File: config.mk
export PLATFORM = sky130hd
export DESIGN_NAME = cpu_clk_sched
export DESIGN_NICKNAME = d
export VERILOG_FILES = /design/src/rtl/cpu_clk_sched_pkg.sv /design/src/rtl/cpu_clk_phase.sv /design/src/rtl/cpu_clk_sched.sv
export SDC_FILE = /design/constraint.sdc
export NUM_CORES = 1
export LEC_CHECK = 0
export ABC_AREA = 0
export CAP_MARGIN = 10
export CORE_UTILIZATION = 59
export DETAILED_ROUTE_END_ITERATION = 6
export GPL_ROUTABILITY_DRIVEN = 0
export GPL_TIMING_DRIVEN = 0
export PLACE_DENSITY = 0.95
export SLEW_MARGIN = 20
export SYNTH_ARGS = -nofsm -noshare
export SYNTH_HDL_FRONTEND = slang
export SYNTH_SLANG_ARGS = --single-unit
File: constraint.sdc
create_clock -name clk_100M -period 6.3 [get_ports clk_100M]
set_clock_uncertainty 0.05 [all_clocks]
set_input_delay 0.945 -clock clk_100M [delete_from_list [all_inputs] [get_ports clk_100M]]
set_output_delay 0.945 -clock clk_100M [all_outputs]
set_load 0.05 [all_outputs]
File: src/rtl/cpu_clk_sched_pkg.sv
// Shared encodings and limits for the CPU clock-enable scheduler.
package cpu_clk_sched_pkg;

  // Scheduler state, also driven straight out on the mode port.
  typedef enum logic [1:0] {
    MODE_HALT  = 2'd0,
    MODE_RUN   = 2'd1,
    MODE_STEP  = 2'd2,
    MODE_BURST = 2'd3
  } mode_t;

  // Shortest legal enable period; keeps cpu_ce from ever being high twice in a row.
  localparam int MIN_PERIOD = 2;

endpackage

File: src/rtl/cpu_clk_phase.sv
// Phase counter with pending/shadow period registers and wrap detect.
// The shadow period only changes at a wrap or on clear, so a period in
// progress is never truncated or stretched by a configuration write.
module cpu_clk_phase
  import cpu_clk_sched_pkg::*;
#(
  parameter int CNT_W          = 16,
  parameter int PERIOD_DEFAULT = 100
) (
  input  logic             clk_100M,
  input  logic             rst,
  input  logic             i_clear,
  input  logic             i_enable,
  input  logic             i_cfg_we,
  input  logic [CNT_W-1:0] i_cfg_period,
  output logic             o_wrap
);

  localparam logic [CNT_W-1:0] MIN_P = CNT_W'(MIN_PERIOD);
  localparam logic [CNT_W-1:0] DEF_P = CNT_W'(PERIOD_DEFAULT);

  logic [CNT_W-1:0] r_pend;
  logic [CNT_W-1:0] r_shadow;
  logic [CNT_W-1:0] r_cnt;
  logic [CNT_W-1:0] w_clamped;

  assign w_clamped = (i_cfg_period < MIN_P) ? MIN_P : i_cfg_period;

  // Last count of the active period; only meaningful while counting.
  assign o_wrap = i_enable && (r_cnt == (r_shadow - CNT_W'(1)));

  // Pending capture, shadow hand-over at wrap/clear, and the phase count itself.
  always_ff @(posedge clk_100M) begin
    if (rst) begin
      r_pend   <= DEF_P;
      r_shadow <= DEF_P;
      r_cnt    <= '0;
    end else begin
      if (i_cfg_we) r_pend <= w_clamped;
      if (i_clear) begin
        // Clear happens on entry from HALT (and on halt, where the shadow is unused).
        r_cnt    <= '0;
        r_shadow <= r_pend;
      end else if (o_wrap) begin
        r_cnt    <= '0;
        r_shadow <= r_pend;
      end else if (i_enable) begin
        r_cnt <= r_cnt + CNT_W'(1);
      end
    end
  end

endmodule

File: src/rtl/cpu_clk_sched.sv
// CPU clock-enable scheduler: HALT/RUN/STEP/BURST control around a phase
// counter, plus a free-running count of issued enables.
// Commands are single-cycle pulses with no handshake; a command that is not
// legal in the current state is dropped. Priority: halt > step > burst > run.
module cpu_clk_sched
  import cpu_clk_sched_pkg::*;
#(
  parameter int CNT_W          = 16,
  parameter int TICK_W         = 32,
  parameter int PERIOD_DEFAULT = 100,
  parameter bit START_RUN      = 1'b0
) (
  input  logic              clk_100M,
  input  logic              rst,
  input  logic              cfg_we,
  input  logic [CNT_W-1:0]  cfg_period,
  input  logic              cmd_run,
  input  logic              cmd_halt,
  input  logic              cmd_step,
  input  logic              cmd_burst,
  input  logic [CNT_W-1:0]  burst_len,
  output logic              cpu_ce,
  output logic              busy,
  output logic [1:0]        mode,
  output logic [TICK_W-1:0] tick_count
);

  mode_t             r_state;
  mode_t             w_state_n;
  logic [CNT_W-1:0]  r_rem;
  logic [CNT_W-1:0]  w_rem_n;
  logic              r_ce;
  logic              w_ce_n;
  logic              w_clear;
  logic              w_active;
  logic              w_wrap;
  logic [TICK_W-1:0] r_ticks;

  assign w_active = (r_state != MODE_HALT);

  cpu_clk_phase #(
    .CNT_W          (CNT_W),
    .PERIOD_DEFAULT (PERIOD_DEFAULT)
  ) u_phase (
    .clk_100M     (clk_100M),
    .rst          (rst),
    .i_clear      (w_clear),
    .i_enable     (w_active),
    .i_cfg_we     (cfg_we),
    .i_cfg_period (cfg_period),
    .o_wrap       (w_wrap)
  );

  // Next-state, burst bookkeeping and enable generation.
  always_comb begin
    w_state_n = r_state;
    w_rem_n   = r_rem;
    w_clear   = 1'b0;
    w_ce_n    = 1'b0;
    case (r_state)
      MODE_HALT: begin
        if (cmd_halt) begin
          w_clear = 1'b1;
        end else if (cmd_step) begin
          w_state_n = MODE_STEP;
          w_clear   = 1'b1;
        end else if (cmd_burst && (burst_len != '0)) begin
          w_state_n = MODE_BURST;
          w_rem_n   = burst_len;
          w_clear   = 1'b1;
        end else if (cmd_run) begin
          w_state_n = MODE_RUN;
          w_clear   = 1'b1;
        end
      end
      default: begin
        if (cmd_halt) begin
          // Halt beats a wrap in the same cycle: no enable follows.
          w_state_n = MODE_HALT;
          w_clear   = 1'b1;
        end else if (w_wrap) begin
          w_ce_n = 1'b1;
          if (r_state == MODE_STEP) begin
            w_state_n = MODE_HALT;
          end else if (r_state == MODE_BURST) begin
            w_rem_n = r_rem - CNT_W'(1);
            if (r_rem == CNT_W'(1)) w_state_n = MODE_HALT;
          end
        end
      end
    endcase
  end

  // State, burst remaining, registered enable and retired-enable counter.
  always_ff @(posedge clk_100M) begin
    if (rst) begin
      r_state <= START_RUN ? MODE_RUN : MODE_HALT;
      r_rem   <= '0;
      r_ce    <= 1'b0;
      r_ticks <= '0;
    end else begin
      r_state <= w_state_n;
      r_rem   <= w_rem_n;
      r_ce    <= w_ce_n;
      if (w_ce_n) r_ticks <= r_ticks + TICK_W'(1);
    end
  end

  assign cpu_ce     = r_ce;
  assign busy       = (r_state != MODE_HALT);
  assign mode       = r_state;
  assign tick_count = r_ticks;

endmodule
# ---- Word level (Yosys, flattened, before mapping)
# Index checks and enable logic that the tools add are counted.
dict set report classes {
  n_eq_ne 9
  n_div 0
  bitwise 1
  order_cmp 1
  shift 0
  multipliers 0
  add_sub_neg 4
  n_reduce_logical 14
  mux 30
}
# operator n
set ops {}
lappend ops {{$mux W16} 11}
lappend ops {{$add A32 B1 Y32 const B} 1}
lappend ops {{$sub A16 B1 Y16 const B} 2}
lappend ops {{$mux W2} 10}
lappend ops {{$add A16 B1 Y16 const B} 1}
lappend ops {{$eq A16 B1 Y1 const B} 1}
lappend ops {{$eq A16 B16 Y1} 1}
lappend ops {{$lt A16 B2 Y1 const B} 1}
lappend ops {{$reduce_bool A16 Y1} 1}
lappend ops {{$mux W1} 9}
lappend ops {{$reduce_bool A2 Y1} 4}
lappend ops {{$reduce_bool A4 Y1} 2}
lappend ops {{$ne A2 B2 Y1 const B} 3}
lappend ops {{$reduce_and A6 Y1} 1}
lappend ops {{$reduce_and A5 Y1} 1}
lappend ops {{$eq A2 B2 Y1 const B} 2}
lappend ops {{$ne A4 B4 Y1 const B} 1}
lappend ops {{$reduce_bool A3 Y1} 1}
lappend ops {{$reduce_or A3 Y1} 1}
lappend ops {{$logic_and A1 B1 Y1} 2}
lappend ops {{$logic_not A2 Y1} 1}
lappend ops {{$ne A2 B1 Y1 const B} 1}
lappend ops {{$not A1 Y1} 1}
dict set report word_totals {
  reg_bits 99
  inputBits 39
  ramBits 0
  n_memories 0
  rom_bits 0
  latch_bits 0
  wordCells 66
}

# ---- Longest topological paths before layout
# Gate-level depths: netlist of the first run.
dict set report depth {
  ltp_word 7
  mapped_depth 12
}

# ---- Modules after synthesis
# From an unflattened synthesis of the first run, not the netlist that was laid out.
dict set report hier_totals {
  cells_unflattened 603
  hier_area_um2 5193.7
}
# module seq_area_each_um2 cells_per_inst area_each_um2 n_inst
set by_module_without_submodules {}
lappend by_module_without_submodules {cpu_clk_sched 1021.0 339 2717.6 1}
lappend by_module_without_submodules {cpu_clk_phase 960.9 264 2476.1 1}

# ---- Least setup slack after synthesis of the first run
# Ideal clock, no wire load.
dict set report synth_timing {
  path_type {register to register}
  startpoint {register u_phase.r_shadow[0]}
  endpoint {register r_rem[5]}
  stages_incl_launch_ff 12
  arrival_time_ps 3280
  setup_slack_ps 2907
  n_path_buf 1
  t_required_ps 6187
  synth_period_minus_slack_ps 3393
  cell_sequence {dfxtp_1 inv_1 ha_1 or4b_4 nor4_4 xnor2_1 or4_1 or4_4 a22o_1 buf_6 or4_1 nand3_1}
}
dict set report synth_between {
  elab_chain_len 5
}
# item line_no
set synth_lines {}
lappend synth_lines {{from (decl)} cpu_clk_phase.sv:23} ;# logic [CNT_W-1:0] r_shadow;
lappend synth_lines {{from (signal assigned)} cpu_clk_phase.sv:43} ;# r_shadow <= r_pend;
lappend synth_lines {{from (signal assigned)} cpu_clk_phase.sv:46} ;# r_shadow <= r_pend;
lappend synth_lines {{$sub A16 B1 Y16} cpu_clk_phase.sv:30} ;# assign o_wrap = i_enable && (r_cnt == (r_shadow - CNT_W'(1)));
lappend synth_lines {{$eq A16 B16 Y1} cpu_clk_phase.sv:30}
lappend synth_lines {{$logic_and A1 B1 Y1} cpu_clk_phase.sv:30}
lappend synth_lines {{$reduce_bool A2 Y1 (no line)} --}
lappend synth_lines {{$reduce_and A6 Y1 (no line)} --}
lappend synth_lines {{to (signal assigned)} cpu_clk_sched.sv:103} ;# r_rem <= w_rem_n;
lappend synth_lines {{to (decl)} cpu_clk_sched.sv:30} ;# logic [CNT_W-1:0] r_rem;
# No other way between the ends.
# A chain may end at the register's enable or synchronous reset.

# ---- Worst setup path after layout of the first run
dict set report layout_timing {
  startpoint {register u_phase.r_shadow[0]}
  endpoint {register r_rem[14]}
}
# Same word-level chain as after synthesis.

==> results of run 1 <==
power breakdown:
part           switching [mW]  leakage (nW)  internal, mW
logic                   0.211          1.61         0.130
clock network           0.245        0.0941         0.151
registers              0.0244         0.804         0.649
total                   0.481          2.51         0.931
layout make-up:
cell class	count	area, µm²
multi-input cells	508	3169
fillers	615	2377
flip-flops and latches	99	1982
repair buffers	71	710.7
plain buffers	40	171.4
well taps	108	135.1
clock buffers	9	123.9
inverters	21	78.83
clock inverters	6	57.56
cell usage after synthesis, types with 9 or more instances:
master,number,area [µm²]
a21oi_1,18,90.09
and3_1,16,100.1
clkbuf_1,30,112.6
dfxtp_1,99,1982
inv_1,21,78.83
mux2_2,9,101.4
mux2i_1,28,280.3
nand2_1,44,165.2
nand3_1,26,130.1
nand4_1,14,87.58
nor2_1,113,424.2
nor2b_1,25,156.4
nor3_1,17,85.08
nor4_1,17,106.4
o21ai_0,19,95.09
or4_1,16,120.1
xnor2_1,21,183.9
xor2_1,23,201.4
per-stage QoR:
stage          setup WS, ns    util
6_report              2.459  0.7300
5_1_grt               2.211  0.7300
4_1_cts               2.507  0.7295
3_5_place_dp          2.565  0.7089
3_3_place_gp          2.654  0.7089
2_1_floorplan         2.907       -
placed cells by master, fill, tap and decap left out, types with 14 or more instances in the layout:
cell type        count
nor2_1             113
dfxtp_1             99
clkdlybuf4s50_1     71
nand2_1             44
clkbuf_1            30
mux2i_1             28
nand3_1             26
nor2b_1             25
xor2_1              23
xnor2_1             21
inv_1               21
o21ai_0             19
a21oi_1             18
nor4_1              17
nor3_1              16
or4_1               16
and3_1              16
nand4_1             14
worst max path at each step:
stage | endpoint | slack, ns | cells past startpoint
6_report | r_rem[14] | 2.46 | 10
2_1_floorplan | r_rem[5] | 2.91 | 11
3_5_place_dp | r_rem[14] | 2.57 | 11
3_3_place_gp | r_rem[14] | 2.65 | 11
4_1_cts | r_rem[14] | 2.51 | 11
5_1_grt | r_rem[14] | 2.21 | 10
logic make-up (layout without fill, tap and decap cells):
logic type / count (synthesis) / after routing / share of synthesized area
AO/OA/AOI/OAI: 95 / 95 / 0.1196
XOR/XNOR: 44 / 44 / 0.07141
adder cells (fa/ha/maj): 7 / 7 / 0.01623
buffers and inverters: 61 / 147 / 0.04637
flip-flops: 99 / 99 / 0.3673
multiplexers: 37 / 37 / 0.07072
AND/OR/NAND/NOR: 325 / 325 / 0.3084
registers in the layout (all words and copies together), names as in the netlist:
signal and flops:
cpu_ce 1, u_phase.r_cnt 16, r_rem 16, u_phase.r_shadow 16
tick_count 32, mode 2, u_phase.r_pend 16
per-layer routing:
layer	vias up	track usage
met5	-	0
li1	2519	-
met2	296	0.5161
met4	0	0.1294
met3	48	0.05108
met1	2498	0.3793
critical path, cell delays in order (launching register included):
cell and delay (ns):
dfxtp_1 0.38, inv_1 0.09, ha_1 0.24, nor3b_1 0.72, a31oi_1 0.23, or4_1 0.55
or4_1 0.40, clkbuf_1 0.24, nor3_4 0.40, nand3_1 0.17, o311ai_1 0.27
==> flow_summary.yaml, run 1 <==
run_status:
  status: "finished with violations"
  violations: "DRC"
drt:
  drt_iter0_drc: 525
  drtAntennaViolNets: 0
  vias: 5361
  top_layer_used: "met4"
  met2_length_um: 7018
  remaining_drc_errors: 6
  routed_wl_um: 14440
  drt-vias-per-instance: 6.219
  wl_met3_um: 1123
  wl_met1_um: 5887
  wl_per_cell_um: 16.75
  drt-pass1-iter-count: 7
clock_tree:
  cts.repair.resized: 0
  path_clk_slew_ns: 0.11
  numCtsBuffers: 9
  cts_hold_buffers: 0
  cts_tree: "yes"
  clock-root-buffer: "clkbuf_8"
  htreeDepth: 3
  cts_sinks: 99
  cts_buffer_depth: 2
  clk_latency_ns: 0.39
  post-cts-setup-buffers: 0
grt:
  grt_antenna_before_repair: 0
  grt_pass1_wl_um: 23710
  grt_util_all_layers: 0.3039
  gr-total-overflow: 0
  grt_pass1_vias: 5112
  grt_max_degree: 19
worst_setup_path:
  reg2reg_from: "u_phase.r_shadow[0]"
  worstSetupPathType: "register to register"
  crit_path_end_kind: "register"
  critPathArrivalTime_ns: 4.08
  crit_required_ns: 6.54
  reg2reg_slack_ns: 2.46
  start_kind: "register"
  cp-startpoint: "u_phase.r_shadow[0]"
  ff2ff_path_depth: 10
  r2r_end: "r_rem[14]"
  worstPathMaxFanout: 8
floorplan:
  die_h_um: 97.64
  fp.dieW_um: 97.64
  num_rows: 34
  start_util: 0.6128
  core_mm2: 0.008806
  fp.dieArea_mm2: 0.009533
  ioPinCount: 75
power:
  fin_total_pwr_mw: 1.412
  powerDensity_mw_per_mm2: 219.7
  ir_drop_mv: 0.1384
  p_leak_nw: 2.512
synth:
  syn_inst: 668
  yosysUniqueCellTypes: 63
  ys.warnings.count: 0
  async_reset_ff_frac: 0
  seq_area_frac_synth: 0.3673
  syn_avg_cell_area_um2: 8.078
  syn_nets: 714
  synth-edff-count: 0
  syn_area_mm2: 0.005396
  ys.flop_type: "dfxtp_1"
  ys_ff_latch: 99
min_path:
  hp-start: "u_phase.r_pend[5]"
  hp-class: "register to register"
  holdPathEnd: "u_phase.r_shadow[5]"
  hold_depth: 1
sta:
  max_freq_ghz: 0.2604
  hold_viol: 0
  min_period_over_period: 0.6096
  min_period_ns: 3.841
  setup_viol: 0
  setup_tns_ns: 0
  rsz0062_at_grt: "false"
  worst_slew_pin_slew_ns: 0.8425
  slew-limit-headroom: 0.4371
  holdWs_ns: 0.4292
  report.final.slew_viol_count: 0
final_layout:
  drive_gt1_frac: 0.05836
  final_nets: 796
  fin_cells: 862
  diodes: 0
  final_area_mm2: 0.006429
  syn_to_final_growth_pct: 19.13
place:
  numPortBuffers: 71
  dp_hpwl_um: 10590
  placed_cells: 847
  postPlaceCellArea_mm2: 0.006242
run:
  drv_cap: 0
(Power assumes the default switching activity.)
==> run 2: changes to the inputs <==
Settings changed: CORE_UTILIZATION 59 to 55, PLACE_DENSITY 0.95 to 0.9.
Clock period 6.3 ns to 3.7 ns, I/O delays scaled along.
==> flow_summary.yaml, run 2 (synthesis results as in run 1) <==
worst_setup_path:
  critPathArrivalTime_ns: 3.82
  crit_required_ns: 3.97
  start_kind: "register"
  cp_common_cell: "or4_1"
  crit_cells: 10
  critPathBufInv: 2
  crit_family: "simple AND/OR/NAND/NOR gates"
  cpPeakStageDelay_ns: 0.58
  ff2ff_path_depth: 10
  path_cells: "clkbuf_1, or4_1, nor4_4, xnor2_2, or4_1, or4_4, a22o_1, buf_6, or4_1, nand3_1"
  worstSetupPathType: "register to register"
  crit_path_end_kind: "register"
  worstPathMaxFanout: 9
  cp_slowest_cell: "or4_1"
final_layout:
  fill_cells: 774
  final_nets: 798
  drive_gt1_frac: 0.07133
  seq_area_mm2: 0.001983
  multi_input_area_mm2: 0.003196
  mostFrequentLayoutCells: "nor2_1, dfxtp_1, clkdlybuf4s50_1"
  final_common_cell: "nor2_1"
  fin_cells: 886
  syn_to_final_growth_pct: 20.61
  diodes: 0
  largest_reg_flops: 32
grt:
  grt_util_all_layers: 0.2860
  grt_pass1_vias: 5160
  gr-total-overflow: 0
  grt_max_degree: 18
  grt_antenna_before_repair: 0
  grt_pass1_wl_um: 23330
drt:
  drt-pass1-iter-count: 7
  remaining_drc_errors: 0
  drt-vias-per-instance: 6.123
  drtAntennaViolNets: 0
  vias: 5425
  drt_iter0_drc: 431
  wl_per_cell_um: 16.35
  routed_wl_um: 14490
sta:
  rsz0062_at_grt: "false"
  max_freq_ghz: 0.2820
  report.final.slew_viol_count: 0
  setup_viol: 0
  min_period_ns: 3.546
  slew-limit-headroom: 0.5471
  worst_slew_pin_slew_ns: 0.6757
  min_period_over_period: 0.9583
  hold_viol: 0
  setup_tns_ns: 0
floorplan:
  core_mm2: 0.009371
  ioPinCount: 75
  start_util: 0.5758
  fp.dieW_um: 101.1
  fp.dieArea_mm2: 0.01021
  num_rows: 35
  die_h_um: 101.1
clock_tree:
  numCtsBuffers: 9
  htreeDepth: 3
  cts_sinks: 99
  clock-root-buffer: "clkbuf_8"
  cts_hold_buffers: 0
  path_clk_slew_ns: 0.11
  clk_latency_ns: 0.37
  cts_buffer_depth: 2
  cts_tree: "yes"
place:
  placed_cells: 868
  dp_hpwl_um: 10550
  numPortBuffers: 71
run_status:
  status: "finished clean"
power:
  powerDensity_mw_per_mm2: 370.0
  ir_drop_mv: 0.2099
  p_leak_nw: 2.541
min_path:
  hp-class: "register to register"
  hold_depth: 1
run:
  drv_cap: 0
==> run 2: changes by cell type in the layout (fill, tap and decap cells not counted), sizes merged <==
cell	delta
buf	+3
clkbuf	+1
inv	-1
==> run 2: layout make-up <==
type / count / area share
clock inverter: 5 / 0.006728
buffer: 38 / 0.02518
tap: 129 / 0.02480
multi-input combinational: 508 / 0.4910
clock buffer: 11 / 0.02172
sequential: 99 / 0.3047
timing repair buffer: 75 / 0.1138
inverter: 21 / 0.01211
==> run 2: worst paths after layout <==
kind / slack, ns / startpoint / to
max: 0.15 / u_phase.r_shadow[10] / r_rem[5]
min reg2reg: 0.42 / u_phase.r_pend[5] / u_phase.r_shadow[5]
min: 0.42 / u_phase.r_pend[5] / u_phase.r_shadow[5]
max reg2reg: 0.15 / u_phase.r_shadow[10] / r_rem[5]
==> run 2: timing repair <==
item | CTS | global route
buffers inserted | 1 | 3
endpoints found under the hold margin | 0 | 0
gates resized for setup | 2 | 7
setup endpoints to repair | 8 | 43
pin swaps | 1 | 2
==> run 2: through the flow <==
stage | utilization | setup slack (ns) | total power [mW] | area (µm²) | hold WS [ns]
after floorplan | - | 0.3074 | 1.560 | 5396 | 0.3773
after global placement | 0.6689 | 0.04498 | 1.705 | 6269 | 0.4056
after detailed placement | 0.6689 | -0.1009 | 1.732 | 6269 | 0.4110
after CTS | 0.6903 | 0.02222 | 2.385 | 6469 | 0.4322
after global routing | 0.6945 | 0.02574 | 2.499 | 6509 | 0.4616
final | 0.6945 | 0.1544 | 2.408 | 6509 | 0.4237
==> run 2: per-layer routing <==
metal  wire [µm]  share of wire  up-vias  GRT usage
li1            -              -     2529          -
met2        6844           0.47      271     0.4861
met1        6109           0.42     2571     0.3535
met5           0              0        -          0
met3        1077          0.074       54    0.04092
met4         454          0.031        0     0.1416
==> run 2: power by group <==
part | switching (mW) | internal [mW] | leakage [nW]
sequential | 0.0419 | 1.11 | 0.804
combinational | 0.355 | 0.222 | 1.64
clock | 0.410 | 0.274 | 0.0949
==> RTL edit, RTL diff (settings of run 2) <==
Make the reset (`rst`) asynchronous in 2 clocked blocks.
--- a/src/rtl/cpu_clk_phase.sv
+++ b/src/rtl/cpu_clk_phase.sv
@@ -31,5 +31,5 @@
 
   // Pending capture, shadow hand-over at wrap/clear, and the phase count itself.
-  always_ff @(posedge clk_100M) begin
+  always_ff @(posedge clk_100M or posedge rst) begin
     if (rst) begin
       r_pend   <= DEF_P;
--- a/src/rtl/cpu_clk_sched.sv
+++ b/src/rtl/cpu_clk_sched.sv
@@ -93,5 +93,5 @@
 
   // State, burst remaining, registered enable and retired-enable counter.
-  always_ff @(posedge clk_100M) begin
+  always_ff @(posedge clk_100M or posedge rst) begin
     if (rst) begin
       r_state <= START_RUN ? MODE_RUN : MODE_HALT;
Behaviour: differs if rst is asserted again (counterexample within 4 cycles, from zero or initial values and one cycle with rst high); with rst held inactive, the same outputs for 10 cycles.
==> RTL edit against run 2 <==
- cell count shrank 15%
- fmax about the same
- utilization rose by 1.2 points
- setup slack worse by 3.5 ps
- final area increased by 1.3%
- sequential share of layout area is 7.2 points higher
- sequential cell count is the same
- synthesized cell count shrank 21%
- routed wire length fell by 13%
- critical endpoint is now tick_count[14]
- critical path type unchanged
- area after synthesis fell by 1.4%
Power is not compared: it rests on default switching activity, and its combinational part moved more than twofold at a synthesized area within 25%.
==> RTL edit: results (changes against run 2) <==
Syn_nets - 574 (-20%)
Synth cell count leaders - 93 x dfrtp_1, 47 x nor2_1, 38 x nand2_1, 38 x xnor2_1, 30 x mux2_2
Largest stage delay on the critical path - 630 ps (+50 ps)
Filler instances - 678 (-12%)
Final WL - 12.7 mm (-13%)
Post-Synth XOR/XNOR Area - 10.7% (+3.6 points)
Post-CTS Resized - 7 (+5)
FF/Latch Area - 0.00249 mm^2 (+25%)
Data arrival, critical path - 3750 ps (-70 ps)
DR vias/cell - 5.98 (-2.4%)
Core Box Area - 0.00933 mm^2 (-0.47%)
Synth Area in Compound Gates - 8.65% (-3.3 points)
Largest net degree at the start of global routing - 67 (+49)
IO Port Bufs - 73 (+2.8%)
P_seq - 1.46 mW
Ys async rst share - 100% (+100 points)
Multiplexer share of the synthesized area - 7.10% (+0.029 points)
Multi-input combinational area share - 40.9% (-8.2 points)
Synth Area in Adders - 1.65% (+0.023 points)
Nets - 668 (-16%)
Placed cells - 731 (-16%)
Share of layout cells above drive strength 1 - 13.9% (+6.7 points)
Post-CTS Repair Setup Buffers - 3 (+2)
Outcome - completed
Worst slew pin tran - 973 ps (+298 ps)
Maximum clock frequency - 0.282 GHz (about the same)
Design Area, Final - 0.00659 mm^2 (+1.3%)
ClkCell Share - 3.17% (+0.33 points)
Bufs w/o clock - 106 (-6.2%)
First-pass GRT wire length - 20.5 mm (-12%)
Buffering overhead - 14.5% (+0.57 points)
Final hold slack - 442 ps (+18.3 ps)
Via Count - 4,518 (-17%)
Largest cells by area after synthesis - dfrtp_1 44%, mux2_2 6.3%, xnor2_1 6.3%
Post-synthesis cell type count - 58 (-7.9%)
Number of global-route vias before repair - 4,439 (-14%)
==> RTL edit: cell types whose count changed in the layout (fill, tap and decap cells not counted), sizes merged, moves of 21 or more <==
cell,run 2,this run
dfrtp,0,93
dfxtp,99,0
mux2,9,30
mux2i,28,4
nor2,113,47
nor2b,25,2
==> RTL edit: worst paths after layout <==
kind | startpoint | end | depth (start not counted)
worst max-delay path | u_phase.r_shadow[1] | tick_count[14] | 10
worst min-delay path | tick_count[31] | tick_count[31] | 1
worst max register to register | u_phase.r_shadow[1] | tick_count[14] | 10
worst min register to register | tick_count[31] | tick_count[31] | 1
max in group asynchronous | rst | u_phase.r_cnt[5] | 3
min in group asynchronous | rst | u_phase.r_pend[15] | 2
==> RTL edit: routing by layer <==
| metal | vias to the layer above | track usage [%] | part of all wire (%) |
|---|---|---|---|
| met5 | - | 0 | 0 |
| met4 | 0 | 10.9 | 2.4 |
| met3 | 31 | 5.08 | 6.0 |
| met2 | 180 | 44.0 | 50 |
| met1 | 2218 | 32.0 | 41 |
| li1 | 2089 | - | - |
